[src/rtl/conv_layer_pkg.sv]
// rtl/conv_layer_pkg.sv - shared conv-layer frame sizes and controller state encoding
package conv_layer_pkg;

  // Layer-1 frame geometry: 96x96 input map, 88x88 result map.
  localparam int CONV1_IN_LEN  = 9216;
  localparam int CONV1_OUT_LEN = 7744;
  // Samples pushed into the engine line buffer before it is enabled.
  localparam int CONV1_PREFILL = 864;
  // Cycles to wait for outstanding results once the input stream has ended.
  localparam int CONV1_TIMEOUT = 1024;

  typedef enum logic [2:0] {
    ST_IDLE    = 3'd0,
    ST_PREFILL = 3'd1,
    ST_RUN     = 3'd2,
    ST_DRAIN   = 3'd3,
    ST_DONE    = 3'd4
  } conv_state_e;

endpackage

[src/rtl/conv_frame_cnt.sv]
// rtl/conv_frame_cnt.sv - saturating frame counter with synchronous clear
module conv_frame_cnt #(
  parameter int WIDTH = 14,
  parameter int MAX   = 9216
) (
  input  logic             clk_in,
  input  logic             rst_n,
  input  logic             clr,
  input  logic             inc,
  output logic [WIDTH-1:0] cnt
);

  localparam logic [WIDTH-1:0] MAX_V = WIDTH'(MAX);

  // Count up on inc, hold at MAX so a late event can never wrap to zero.
  always_ff @(posedge clk_in) begin
    if (rst_n || clr) begin
      cnt <= '0;
    end else if (inc && (cnt != MAX_V)) begin
      cnt <= cnt + WIDTH'(1);
    end
  end

endmodule

[src/rtl/conv_1_ctrl.sv]
// rtl/conv_1_ctrl.sv - layer-1 convolution frame controller
module conv_1_ctrl
  import conv_layer_pkg::*;
#(
  parameter int IN_LEN  = CONV1_IN_LEN,
  parameter int OUT_LEN = CONV1_OUT_LEN,
  parameter int PREFILL = CONV1_PREFILL,
  parameter int TIMEOUT = CONV1_TIMEOUT
) (
  input  logic        clk_in,
  input  logic        rst_n,
  input  logic        go,
  output logic        busy,
  output logic        done,
  output logic        err,
  output logic        in_rd_en,
  output logic [13:0] in_rd_addr,
  input  logic [15:0] in_rd_data,
  output logic        conv_rst,
  output logic        conv_start,
  output logic [15:0] conv_map_in,
  input  logic [15:0] conv_map_out,
  input  logic        conv_save,
  input  logic        conv_ready,
  output logic        out_wr_en,
  output logic [12:0] out_wr_addr,
  output logic [15:0] out_wr_data
);

  localparam logic [13:0] RD_END   = 14'(IN_LEN);
  localparam logic [13:0] IN_LAST  = 14'(IN_LEN - 1);
  localparam logic [13:0] PRE_LAST = 14'(PREFILL - 1);
  localparam logic [12:0] WR_END   = 13'(OUT_LEN);
  localparam logic [12:0] WR_LAST  = 13'(OUT_LEN - 1);
  localparam logic [10:0] TO_LAST  = 11'(TIMEOUT - 1);

  conv_state_e state_q, state_d;

  logic [13:0] rd_cnt;
  logic [13:0] smp_cnt;
  logic [12:0] wr_cnt;
  logic [10:0] to_cnt;

  logic rd_valid_q;
  logic ready_q;
  logic err_q;

  logic busy_st;
  logic frame_clr;
  logic rd_inc;
  logic wr_ok;
  logic wr_drop;
  logic wr_last;
  logic to_hit;
  logic ready_fall;

  assign busy_st   = (state_q == ST_PREFILL) || (state_q == ST_RUN) || (state_q == ST_DRAIN);
  assign frame_clr = (state_q == ST_IDLE) && go;
  assign rd_inc    = ((state_q == ST_PREFILL) || (state_q == ST_RUN)) && (rd_cnt != RD_END);

  // Results are written straight through; once the frame is full any extra one is discarded.
  assign wr_ok      = conv_save && (wr_cnt != WR_END) && !rst_n;
  assign wr_drop    = conv_save && (wr_cnt == WR_END);
  assign wr_last    = wr_ok && (wr_cnt == WR_LAST);
  assign to_hit     = (state_q == ST_DRAIN) && (to_cnt == TO_LAST);
  // Engine claiming completion with results still owed is an error, but the frame carries on.
  assign ready_fall = busy_st && ready_q && !conv_ready && (wr_cnt < WR_LAST);

  assign in_rd_addr  = rd_cnt;
  assign conv_map_in = (rd_valid_q && (state_q != ST_DRAIN)) ? in_rd_data : 16'h0000;
  assign out_wr_en   = wr_ok;
  assign out_wr_addr = wr_cnt;
  assign out_wr_data = conv_map_out;
  assign err         = err_q;

  conv_frame_cnt #(.WIDTH(14), .MAX(IN_LEN)) u_rd_cnt (
    .clk_in (clk_in), .rst_n (rst_n), .clr (frame_clr), .inc (rd_inc), .cnt (rd_cnt)
  );

  conv_frame_cnt #(.WIDTH(14), .MAX(IN_LEN)) u_smp_cnt (
    .clk_in (clk_in), .rst_n (rst_n), .clr (frame_clr), .inc (rd_valid_q), .cnt (smp_cnt)
  );

  conv_frame_cnt #(.WIDTH(13), .MAX(OUT_LEN)) u_wr_cnt (
    .clk_in (clk_in), .rst_n (rst_n), .clr (frame_clr), .inc (wr_ok), .cnt (wr_cnt)
  );

  conv_frame_cnt #(.WIDTH(11), .MAX(TIMEOUT)) u_to_cnt (
    .clk_in (clk_in), .rst_n (rst_n), .clr (frame_clr), .inc (state_q == ST_DRAIN), .cnt (to_cnt)
  );

  // State register, one-cycle RAM read latency tracker and conv_ready history.
  always_ff @(posedge clk_in) begin
    if (rst_n) begin
      state_q    <= ST_IDLE;
      rd_valid_q <= 1'b0;
      ready_q    <= 1'b0;
    end else begin
      state_q    <= state_d;
      rd_valid_q <= rd_inc;
      ready_q    <= conv_ready;
    end
  end

  // Sticky error, cleared only when a new frame is accepted.
  always_ff @(posedge clk_in) begin
    if (rst_n) begin
      err_q <= 1'b0;
    end else if (frame_clr) begin
      err_q <= 1'b0;
    end else if (wr_drop || ready_fall || (to_hit && !wr_last)) begin
      err_q <= 1'b1;
    end
  end

  // Next state and per-state engine/RAM controls; a full result frame always ends the run.
  always_comb begin
    state_d    = state_q;
    busy       = 1'b0;
    done       = 1'b0;
    conv_rst   = 1'b1;
    conv_start = 1'b0;
    in_rd_en   = 1'b0;
    case (state_q)
      ST_IDLE: begin
        if (go) state_d = ST_PREFILL;
      end
      ST_PREFILL: begin
        busy     = 1'b1;
        conv_rst = 1'b0;
        in_rd_en = rd_inc;
        if (wr_last)                                   state_d = ST_DONE;
        else if (rd_valid_q && (smp_cnt == PRE_LAST))  state_d = ST_RUN;
      end
      ST_RUN: begin
        busy       = 1'b1;
        conv_rst   = 1'b0;
        conv_start = 1'b1;
        in_rd_en   = rd_inc;
        if (wr_last)                                   state_d = ST_DONE;
        else if (rd_valid_q && (smp_cnt == IN_LAST))   state_d = ST_DRAIN;
      end
      ST_DRAIN: begin
        busy       = 1'b1;
        conv_rst   = 1'b0;
        conv_start = 1'b1;
        if (wr_last || to_hit) state_d = ST_DONE;
      end
      ST_DONE: begin
        done    = 1'b1;
        state_d = ST_IDLE;
      end
      default: state_d = ST_IDLE;
    endcase
  end

endmodule

[config.mk]
export PLATFORM = sky130hd
export DESIGN_NAME = conv_1_ctrl
export DESIGN_NICKNAME = d
export VERILOG_FILES = /design/src/rtl/conv_layer_pkg.sv /design/src/rtl/conv_frame_cnt.sv /design/src/rtl/conv_1_ctrl.sv
export SDC_FILE = /design/constraint.sdc
export NUM_CORES = 1
export LEC_CHECK = 0
export ABC_AREA = 1
export BUFFER_PORTS_ARGS = -buffer_cell sky130_fd_sc_hd__buf_2
export CORE_ASPECT_RATIO = 1.25
export CORE_MARGIN = 3
export CORE_UTILIZATION = 37
export CTS_CLUSTER_SIZE = 10
export DETAILED_ROUTE_END_ITERATION = 6
export PLACE_DENSITY = 0.59
export SYNTH_ARGS = -nofsm -noshare
export SYNTH_HDL_FRONTEND = slang
export SYNTH_SLANG_ARGS = --single-unit
[constraint.sdc]
create_clock -name clk_in -period 4.4 [get_ports clk_in]
set_clock_uncertainty 0.1 [all_clocks]
set_input_delay 0 -clock clk_in [delete_from_list [all_inputs] [get_ports clk_in]]
set_output_delay 0 -clock clk_in [all_outputs]
set_load 0.02 [all_outputs]
* Word-level counts from Yosys, hierarchy flattened
Cells that the tools add are included.
Widths: inputs -> output; s select.
** Operators by class
- $add $sub $neg :: 4
- Bitwise gates (word level) :: 0
- Mux-type cells :: 13
- $mul :: 0
- Shift-type cells :: 0
- Equal/unequal tests :: 18
- Magnitude comparators :: 1
- Divide/modulo/power cells :: 0
- Reduce and logical (&&, ||, !) cells :: 33
** Operators with widths (number)
- $add 14x1->14 const B :: 2
- $ne 14x14->1 const B :: 2
- $eq 13x13->1 const B :: 2
- $logic_and 1x1->1 :: 18
- $mux 3 :: 6
- $mux 16 :: 1
- $eq 14x10->1 const B :: 1
- $eq 14x14->1 const B :: 1
- $add 13x1->13 const B :: 1
- $lt 13x13->1 const B :: 1
- $ne 13x13->1 const B :: 1
- $pmux 3 s4 :: 1
- $add 11x1->11 const B :: 1
- $eq 11x10->1 const B :: 1
- $ne 11x11->1 const B :: 1
- $ne 3x2->1 const B :: 3
- $eq 3x2->1 const B :: 2
- $logic_or 1x1->1 :: 6
- $reduce_or 2->1 :: 3
- $mux 1 :: 5
- $ne 2x2->1 const B :: 2
- $reduce_and 4->1 :: 1
- $eq 3x1->1 const B :: 1
- $eq 3x3->1 const B :: 1
- other kinds (3) :: 5
** Storage, ports and cells
- Memories kept :: 0
- Output and inout port bits :: 66
- Flip-flop bits (word level) :: 58
- RAM bits :: 0
- ROM bits :: 0
- Bits in latches :: 0

* Logic depth before layout (Yosys ltp)
Gate-level depths: netlist of run 1.
- Depth after elaboration :: 8
- Gate-level depth with buffers :: 11
- Mapped depth without buffers :: 11

* By module
Synthesis of run 1 repeated with hierarchy kept, for this count alone.
** Unflattened totals
- Cells, all modules :: 696
- Area total of the unflattened synthesis :: 4265.3 um^2
** Modules (own cells, without submodules)
- conv_frame_cnt (u_rd_cnt ...) :: seq. area each 280.3 um^2, area an instance 874.6 um^2, instances 2, cells an instance 134
- conv_1_ctrl :: seq. area each 120.1 um^2, area an instance 963.4 um^2, instances 1, cells an instance 187
- conv_frame_cnt (u_wr_cnt) :: seq. area each 260.2 um^2, area an instance 835.8 um^2, instances 1, cells an instance 131
- conv_frame_cnt (u_to_cnt) :: seq. area each 220.2 um^2, area an instance 716.9 um^2, instances 1, cells an instance 110

* Least setup slack after synthesis of run 1
OpenSTA, ideal clock, no wires.
- Path type :: register -> register
- From :: register u_wr_cnt.cnt[0]
- To :: register u_wr_cnt.cnt[4]
- Cell stages (with the launch flop) :: 12
- Library setup time :: 0.117 ns
- Required time :: 4.183 ns
- Arrival time :: 1.466 ns
- Slack :: 2.717 ns
- Period minus slack after synthesis :: 1.683 ns
- Cell sequence :: dfxtp_1 > inv_1 > ha_1 > nand2_1 > nor2_2 > nand2_2 > nand2_2 > buf_6 > nor2_4 > nand2_2 > o21ai_1 > a21oi_1
** Between the ends
- Word-level cells in the longest chain between the ends :: 4
- Elaborated cells between the ends (all ways) :: 5
- Classes of those cells :: add/sub: 1; eq/ne: 1; reduce/logical: 3
** RTL lines
- start, declared :: line conv_frame_cnt.sv:10 : output logic [WIDTH-1:0] cnt
- start signal, assigned :: line conv_frame_cnt.sv:20 : cnt <= cnt + WIDTH'(1);
- parallel branches: the longest is 4 deep, another holds $add 13x1->13
Parallel ways; which one is timed is not known.
A chain may end at the register's enable or synchronous reset.

* Final worst setup path of run 1
- From :: register u_rd_cnt.cnt[11]
- To :: output in_rd_en
** Between the ends
- Word-level cells in the longest chain between the ends :: 3
** RTL lines
- start, declared :: line conv_frame_cnt.sv:10
- start signal, assigned :: line conv_frame_cnt.sv:20
- $ne 14x14->1 :: line conv_1_ctrl.sv:59 : assign rd_inc = ((state_q == ST_PREFILL) || (state_q == ST_RUN)) && (rd_cnt != RD_END);
- $logic_and 1x1->1 :: line conv_1_ctrl.sv:59
- $mux 1 :: line conv_1_ctrl.sv:124 : case (state_q)
- end, declared :: line conv_1_ctrl.sv:16 : output logic in_rd_en,
Every way passes these cells.

==> results of run 1 <==
-- metal layers --
layer	vias to the layer above	share of wire
met1	1641	0.43
met5	-	0
met4	0	0.018
li1	1917	-
met2	114	0.50
met3	13	0.054
-- cell usage in the layout (no fill, tap or decap), types with 2 or more instances in the layout --
cell / Yosys / layout
a21oi_1: 43 / 43
a21oi_2: 5 / 5
buf_2: 7 / 70
clkbuf_16: 0 / 9
clkinv_2: 0 / 6
dfxtp_1: 58 / 58
dlygate4sd3_1: 0 / 20
ha_1: 8 / 8
inv_1: 80 / 80
inv_2: 10 / 10
nand2_1: 108 / 108
nand2_2: 12 / 12
nand3_1: 37 / 37
nand3b_1: 3 / 3
nand4_1: 10 / 10
nor2_1: 73 / 73
nor2_2: 7 / 7
nor2_4: 2 / 2
nor3_1: 23 / 23
nor3_2: 5 / 5
o21ai_0: 10 / 10
o21ai_1: 16 / 16
xnor2_1: 3 / 3
xor2_1: 15 / 15
-- sequential cells by signal, summed over array words and instances, names as in the netlist --
name           cells
ready_q            1
u_smp_cnt.cnt     14
u_wr_cnt.cnt      13
state_q            3
u_to_cnt.cnt      11
err                1
u_rd_cnt.cnt      14
rd_valid_q         1
-- cell type report --
type / instances / share of cell area
multi-input combinational: 388 / 0.4436
sequential: 58 / 0.2584
timing repair buffer: 91 / 0.1242
inverter: 90 / 0.07519
clock buffer: 9 / 0.05013
tap: 126 / 0.03509
clock inverter: 7 / 0.01337
-- worst max-delay path, stage by stage (launching register included) --
cell     delay (ps)
dfxtp_1         330
inv_1           130
nand4_1         100
nor3_1          200
nand2_1         100
nand2_2         350
inv_2           200
buf_2           210
-- stage by stage --
stage / utilization / hold slack, ps / instance area (um2)
2_1_floorplan: - / -27.70 / 3705
3_3_place_gp: 0.4128 / -99.86 / 4008
3_5_place_dp: 0.4128 / -99.86 / 4008
4_1_cts: 0.4628 / 7.607 / 4493
5_1_grt: 0.4628 / 50.78 / 4493
6_report: 0.4628 / 23.01 / 4493
-- kinds of logic (layout without fill, tap and decap cells) --
group,count (synthesis),after routing,share of synthesized area
AO/OA/AOI/OAI,76,76,0.1104
XOR/XNOR,18,18,0.04256
adder cells (fa/ha/maj),8,8,0.02702
buffers and inverters,118,197,0.1486
flip-flops,58,58,0.3134
AND/OR/NAND/NOR,286,286,0.3580
-- power groups by stage --
stage | Sequential (uW) | Clock, uW | Combinational [uW]
after floorplan | 609 | 0 | 471
after global placement | 601 | 0 | 553
after detailed placement | 603 | 0 | 561
after CTS | 592 | 700 | 589
after global routing | 598 | 718 | 649
final | 593 | 681 | 584
-- repair_timing --
| action | in CTS | in global routing |
|---|---|---|
| resized for setup | 0 | 0 |
| hold endpoints to repair | 22 | 0 |
| hold buffers | 20 | 0 |
-- final timing paths --
check / from / endpoint / slack [ps]
worst min register to register: u_wr_cnt.cnt[11] / u_wr_cnt.cnt[11] / 380
worst min-delay path: go / state_q[0] / 20
worst max register to register: u_rd_cnt.cnt[11] / u_rd_cnt.cnt[11] / 2580
worst max-delay path: u_rd_cnt.cnt[11] / in_rd_en / 2340
==> impl_metrics.py, run 1 <==
metrics = {
    "run_status": {
        "outcome": "completed",
    },
    "hold_path": {
        "hold_path_class": "in -> reg",
        "hold_depth": 4,
    },
    "routing": {
        "vias": 3685,
        "via_per_inst": 4.792,
        "post_drt_wl_per_cell_um": 11.91,
        "ant_nets": 0,
        "drtPass1Iterations": 4,
        "drc": 0,
        "drtIter0Drc": 131,
        "drt_wl_total_mm": 9.157,
    },
    "floorplan": {
        "start_util": 0.3816,
        "rows": 40,
        "coreArea_um2": 9709,
        "ios": 103,
        "dieWidth_um": 95.50,
        "die-area_um2": 11260,
        "die_h_um": 117.9,
    },
    "pwr": {
        "power.total_uw": 1858,
        "power.switching_uw": 702.3,
        "seqPwrFrac": 0.319,
        "leakagePower_uw": 0.001873,
        "p_sw_frac": 0.3780,
        "peakVddDrop_mv": 0.3096,
        "combPwrFrac": 0.314,
        "powerDensity_nw_per_um2": 413.5,
        "internal-power_uw": 1156,
        "pwr-share-clk": 0.367,
    },
    "grt": {
        "grt_start_max_net_pins": 32,
        "grt_usage": 0.1663,
        "met1_usage": 0.2002,
        "antenna_found_initial": 0,
        "grt_overflow": 0,
        "grt_pass1_vias": 3326,
        "grt_use_met3": 0.03964,
        "grt_pass1_wl_mm": 15.00,
        "grt_busiest_layer": "met2",
        "gr-usage-met2": 0.2825,
    },
    "layout": {
        "drive_above_1_share": 0.2068,
        "multi_input_area_um2": 1993,
        "final_cells": 769,
        "nNetsFinal": 683,
        "diodes": 0,
        "num-fill-cells": 1027,
        "syn2layout_area_growth_pct": 21.28,
        "seq_area_um2": 1161,
    },
    "sta": {
        "worst_pin_slew_ps": 518.9,
        "period_share": 0.4692,
        "hold_viol_final": 0,
        "rsz0062_at_grt": "false",
        "setup_viol": 0,
        "slew_violations": 0,
        "setup_tns_ps": 0,
        "fin_crit_ps": 2064,
        "fmax_mhz": 484.4,
        "relSlewSlack": 0.6536,
        "setup_ws_ps": 2336,
    },
    "setup_path": {
        "critical_path.endpoint_type": "output pin",
        "r2r_cells": 8,
        "crit_path_start_kind": "register",
        "crit_required_ps": 4300,
        "path_class": "reg -> out",
        "arrival_ps": 1960,
        "cp_max_fo": 20,
    },
    "clocking": {
        "postCtsSetupBuffers": 0,
        "cts.htree.levels": 3,
        "clkSinkCount": 58,
        "clk_pin_slew_ps": 50,
        "clock_latency_ps": 330,
        "tritoncts": "done",
        "clockRootBuffer": "clkbuf_16",
        "cts_buffer_depth": 2,
        "numCtsBuffers": 9,
    },
    "placed_design": {
        "place_congestion": 0.8766,
        "numPortBuffers": 70,
        "post-place-cells": 733,
        "hpwl_mm": 6.697,
        "pre_cts_slack_ps": 2565,
    },
    "synthesis": {
        "synthTopCellsByCount": "nand2_1, inv_1, nor2_1",
        "yosysWarnings": 0,
        "synth_seq_cells": 58,
        "synth_area_um2": 3705,
        "synth_ff_type": "dfxtp_1",
        "syn_area_per_cell_um2": 6.569,
        "yosysUniqueCellTypes": 32,
        "netlist_top_cells_area": "dfxtp_1, nand2_1, inv_1, nor2_1, a21oi_1",
        "async_flop_share": 0,
        "synth.most_common_cell": "nand2_1",
        "synthCells": 564,
        "synth_top_area_frac": 0.3134,
        "synth_edf_count": 0,
        "ys_seq_area_frac": 0.3134,
        "synth_fp_nets": 609,
        "synth.largest_area_cell": "dfxtp_1",
    },
    "run": {
        "cap_violations": 0,
    },
}
(Power assumes the default switching activity.)
==> inputs of run 2 (changes only) <==
==> constraint.sdc (replaced) <==
create_clock -name clk_in -period 1.9 [get_ports clk_in]
set_clock_uncertainty 0.1 [all_clocks]
set_input_delay 0 -clock clk_in [delete_from_list [all_inputs] [get_ports clk_in]]
set_output_delay 0 -clock clk_in [all_outputs]
set_load 0.02 [all_outputs]
==> run 2 against run 1 <==
  * Clock power rose to 2.5 times the previous value
  * Wire length grew 0.64%
  * Register-to-register slack lost 2400 ps
  * Critical path depth up 1
  * Combinational power rose to 2.5 times the previous value
  * Die area stayed put
==> impl_metrics.py, run 2 (same netlist as run 1, synthesis figures left out) <==
metrics = {
    "run_status": {
        "outcome": "completed",
    },
    "floorplan": {
        "die-area_um2": 11260,
        "die_h_um": 117.9,
        "coreArea_um2": 9709,
        "rows": 40,
        "dieWidth_um": 95.50,
        "ios": 103,
        "start_util": 0.3816,
    },
    "sta": {
        "hold_viol_final": 0,
        "relSlewSlack": 0.7834,
        "slew_violations": 0,
        "setup_viol": 0,
        "worst_pin_slew_ps": 322.4,
        "hold-worst-slack_ps": 24.20,
        "fmax_mhz": 558.6,
        "fin_crit_ps": 1790,
        "period_share": 0.9423,
    },
    "grt": {
        "grt_use_met3": 0.02813,
        "gr-usage-met2": 0.2913,
        "grt_pass1_vias": 3495,
        "grt_start_max_net_pins": 23,
        "antenna_found_initial": 0,
        "grt_busiest_layer": "met2",
        "grt_pass1_wl_mm": 15.46,
        "grt_overflow": 0,
        "grt_usage": 0.1711,
        "met1_usage": 0.1999,
    },
    "pwr": {
        "peakVddDrop_mv": 0.7401,
        "powerDensity_nw_per_um2": 985.2,
        "power.total_uw": 4565,
        "leakagePower_uw": 0.001940,
    },
    "layout": {
        "syn2layout_area_growth_pct": 25.06,
        "reg_top3": "u_rd_cnt.cnt: 14 flops, u_smp_cnt.cnt: 14 flops, u_wr_cnt.cnt: 13 flops",
        "utilization": 0.4772,
        "diodes": 0,
        "drive_above_1_share": 0.2236,
        "nNetsFinal": 693,
        "num-fill-cells": 995,
        "mostFrequentLayoutCells": "nand2_1, inv_1, nor2_1",
        "postLayoutCellArea_um2": 4633,
        "final_common_cell": "nand2_1",
    },
    "run": {
        "cap_violations": 0,
    },
    "routing": {
        "drtPass1Iterations": 4,
        "drtIter0Drc": 146,
        "drt_wl_total_mm": 9.216,
        "drc": 0,
        "ant_nets": 0,
        "post_drt_wl_per_cell_um": 11.83,
        "vias": 3696,
        "via_per_inst": 4.745,
    },
    "setup_path": {
        "crit_required_ps": 1800,
        "critical_path.endpoint_type": "output pin",
        "arrival_ps": 1690,
        "crit_path_start_kind": "register",
        "r2r_slack_ps": 140,
        "path_class": "reg -> out",
        "cp_max_fo": 12,
    },
    "clocking": {
        "clock_latency_ps": 330,
        "cts_buffer_depth": 2,
        "postCtsSetupBuffers": 0,
        "numCtsBuffers": 9,
        "cts.htree.levels": 3,
        "clkSinkCount": 58,
        "tritoncts": "done",
        "clockRootBuffer": "clkbuf_16",
        "clk_pin_slew_ps": 50,
    },
    "placed_design": {
        "hpwl_mm": 6.833,
        "place_congestion": 0.8369,
        "numPortBuffers": 70,
        "placed_cell_area_um2": 4083,
    },
    "hold_path": {
        "hold_path_class": "in -> reg",
    },
}
-- run 2: cell count changes in the layout (fill, tap and decap cells not counted) --
| cell | change |
|---|---|
| a21oi_1 | -1 |
| a21oi_2 | +1 |
| buf_4 | +10 |
| bufinv_16 | +1 |
| clkbuf_8 | +1 |
| clkinv_2 | -2 |
| inv_2 | -2 |
| inv_4 | +1 |
| inv_6 | +1 |
| nand2_1 | -1 |
| nand2_2 | -1 |
| nand2_4 | +2 |
| nor2_1 | -1 |
| nor2_4 | +1 |
-- run 2: repair_timing --
action | CTS | global route
hold buffers | 20 | 0
endpoints found under the hold margin | 22 | 0
resized for setup | 2 | 7
pin swaps | 0 | 1
setup endpoints to repair | 2 | 23
-- run 2: stage by stage --
stage               TNS [ps]  instances  setup slack (ps)
finish                     0        779             109.7
global route          -21.73        779            -12.56
CTS                        0        779             19.37
detailed placement         0        743             132.0
global placement           0        743             201.3
floorplan                  0        564             216.8
-- run 2: path summary, 6_finish.rpt --
check	startpoint	to	cells past startpoint
worst max-delay path	u_wr_cnt.cnt[0]	out_wr_en	8
worst min-delay path	go	state_q[2]	4
worst max register to register	u_wr_cnt.cnt[0]	u_wr_cnt.cnt[8]	8
worst min register to register	u_to_cnt.cnt[0]	u_to_cnt.cnt[0]	1
-- run 2: final cells by class --
| class | count | area [um2] | area share |
|---|---|---|---|
| Multi-Input combinational cell | 388 | 2017 | 0.4353 |
| Timing Repair Buffer | 101 | 633.1 | 0.1366 |
| Inverter | 90 | 345.3 | 0.07453 |
| Tap cell | 126 | 157.7 | 0.03403 |
| Clock buffer | 10 | 239.0 | 0.05158 |
| Clock inverter | 6 | 80.08 | 0.01728 |
| Sequential cell | 58 | 1161 | 0.2506 |
-- run 2: per-layer routing --
metal / wire (um) / part of all wire / up-vias
met3: 458 / 0.050 / 19
met4: 275 / 0.030 / 0
met1: 3925 / 0.43 / 1621
met5: 0 / 0 / -
li1: - / - / 1950
met2: 4556 / 0.49 / 106
-- run 2: report_power, final --
| group | internal, uW | switching, uW | total [uW] |
|---|---|---|---|
| Sequential | 1290 | 63.7 | 1350 |
| Combinational | 462 | 1010 | 1480 |
| Clock | 1170 | 563 | 1730 |
| Total | 2920 | 1640 | 4560 |
-- run 2: worst max-delay path: stages (launching register included) --
cell and delay [ps]:
dfxtp_1 390, inv_1 90, ha_1 230, nand2_1 90, nor2_2 40, nand2_2 80
nand2_4 130, inv_4 130, buf_2 170
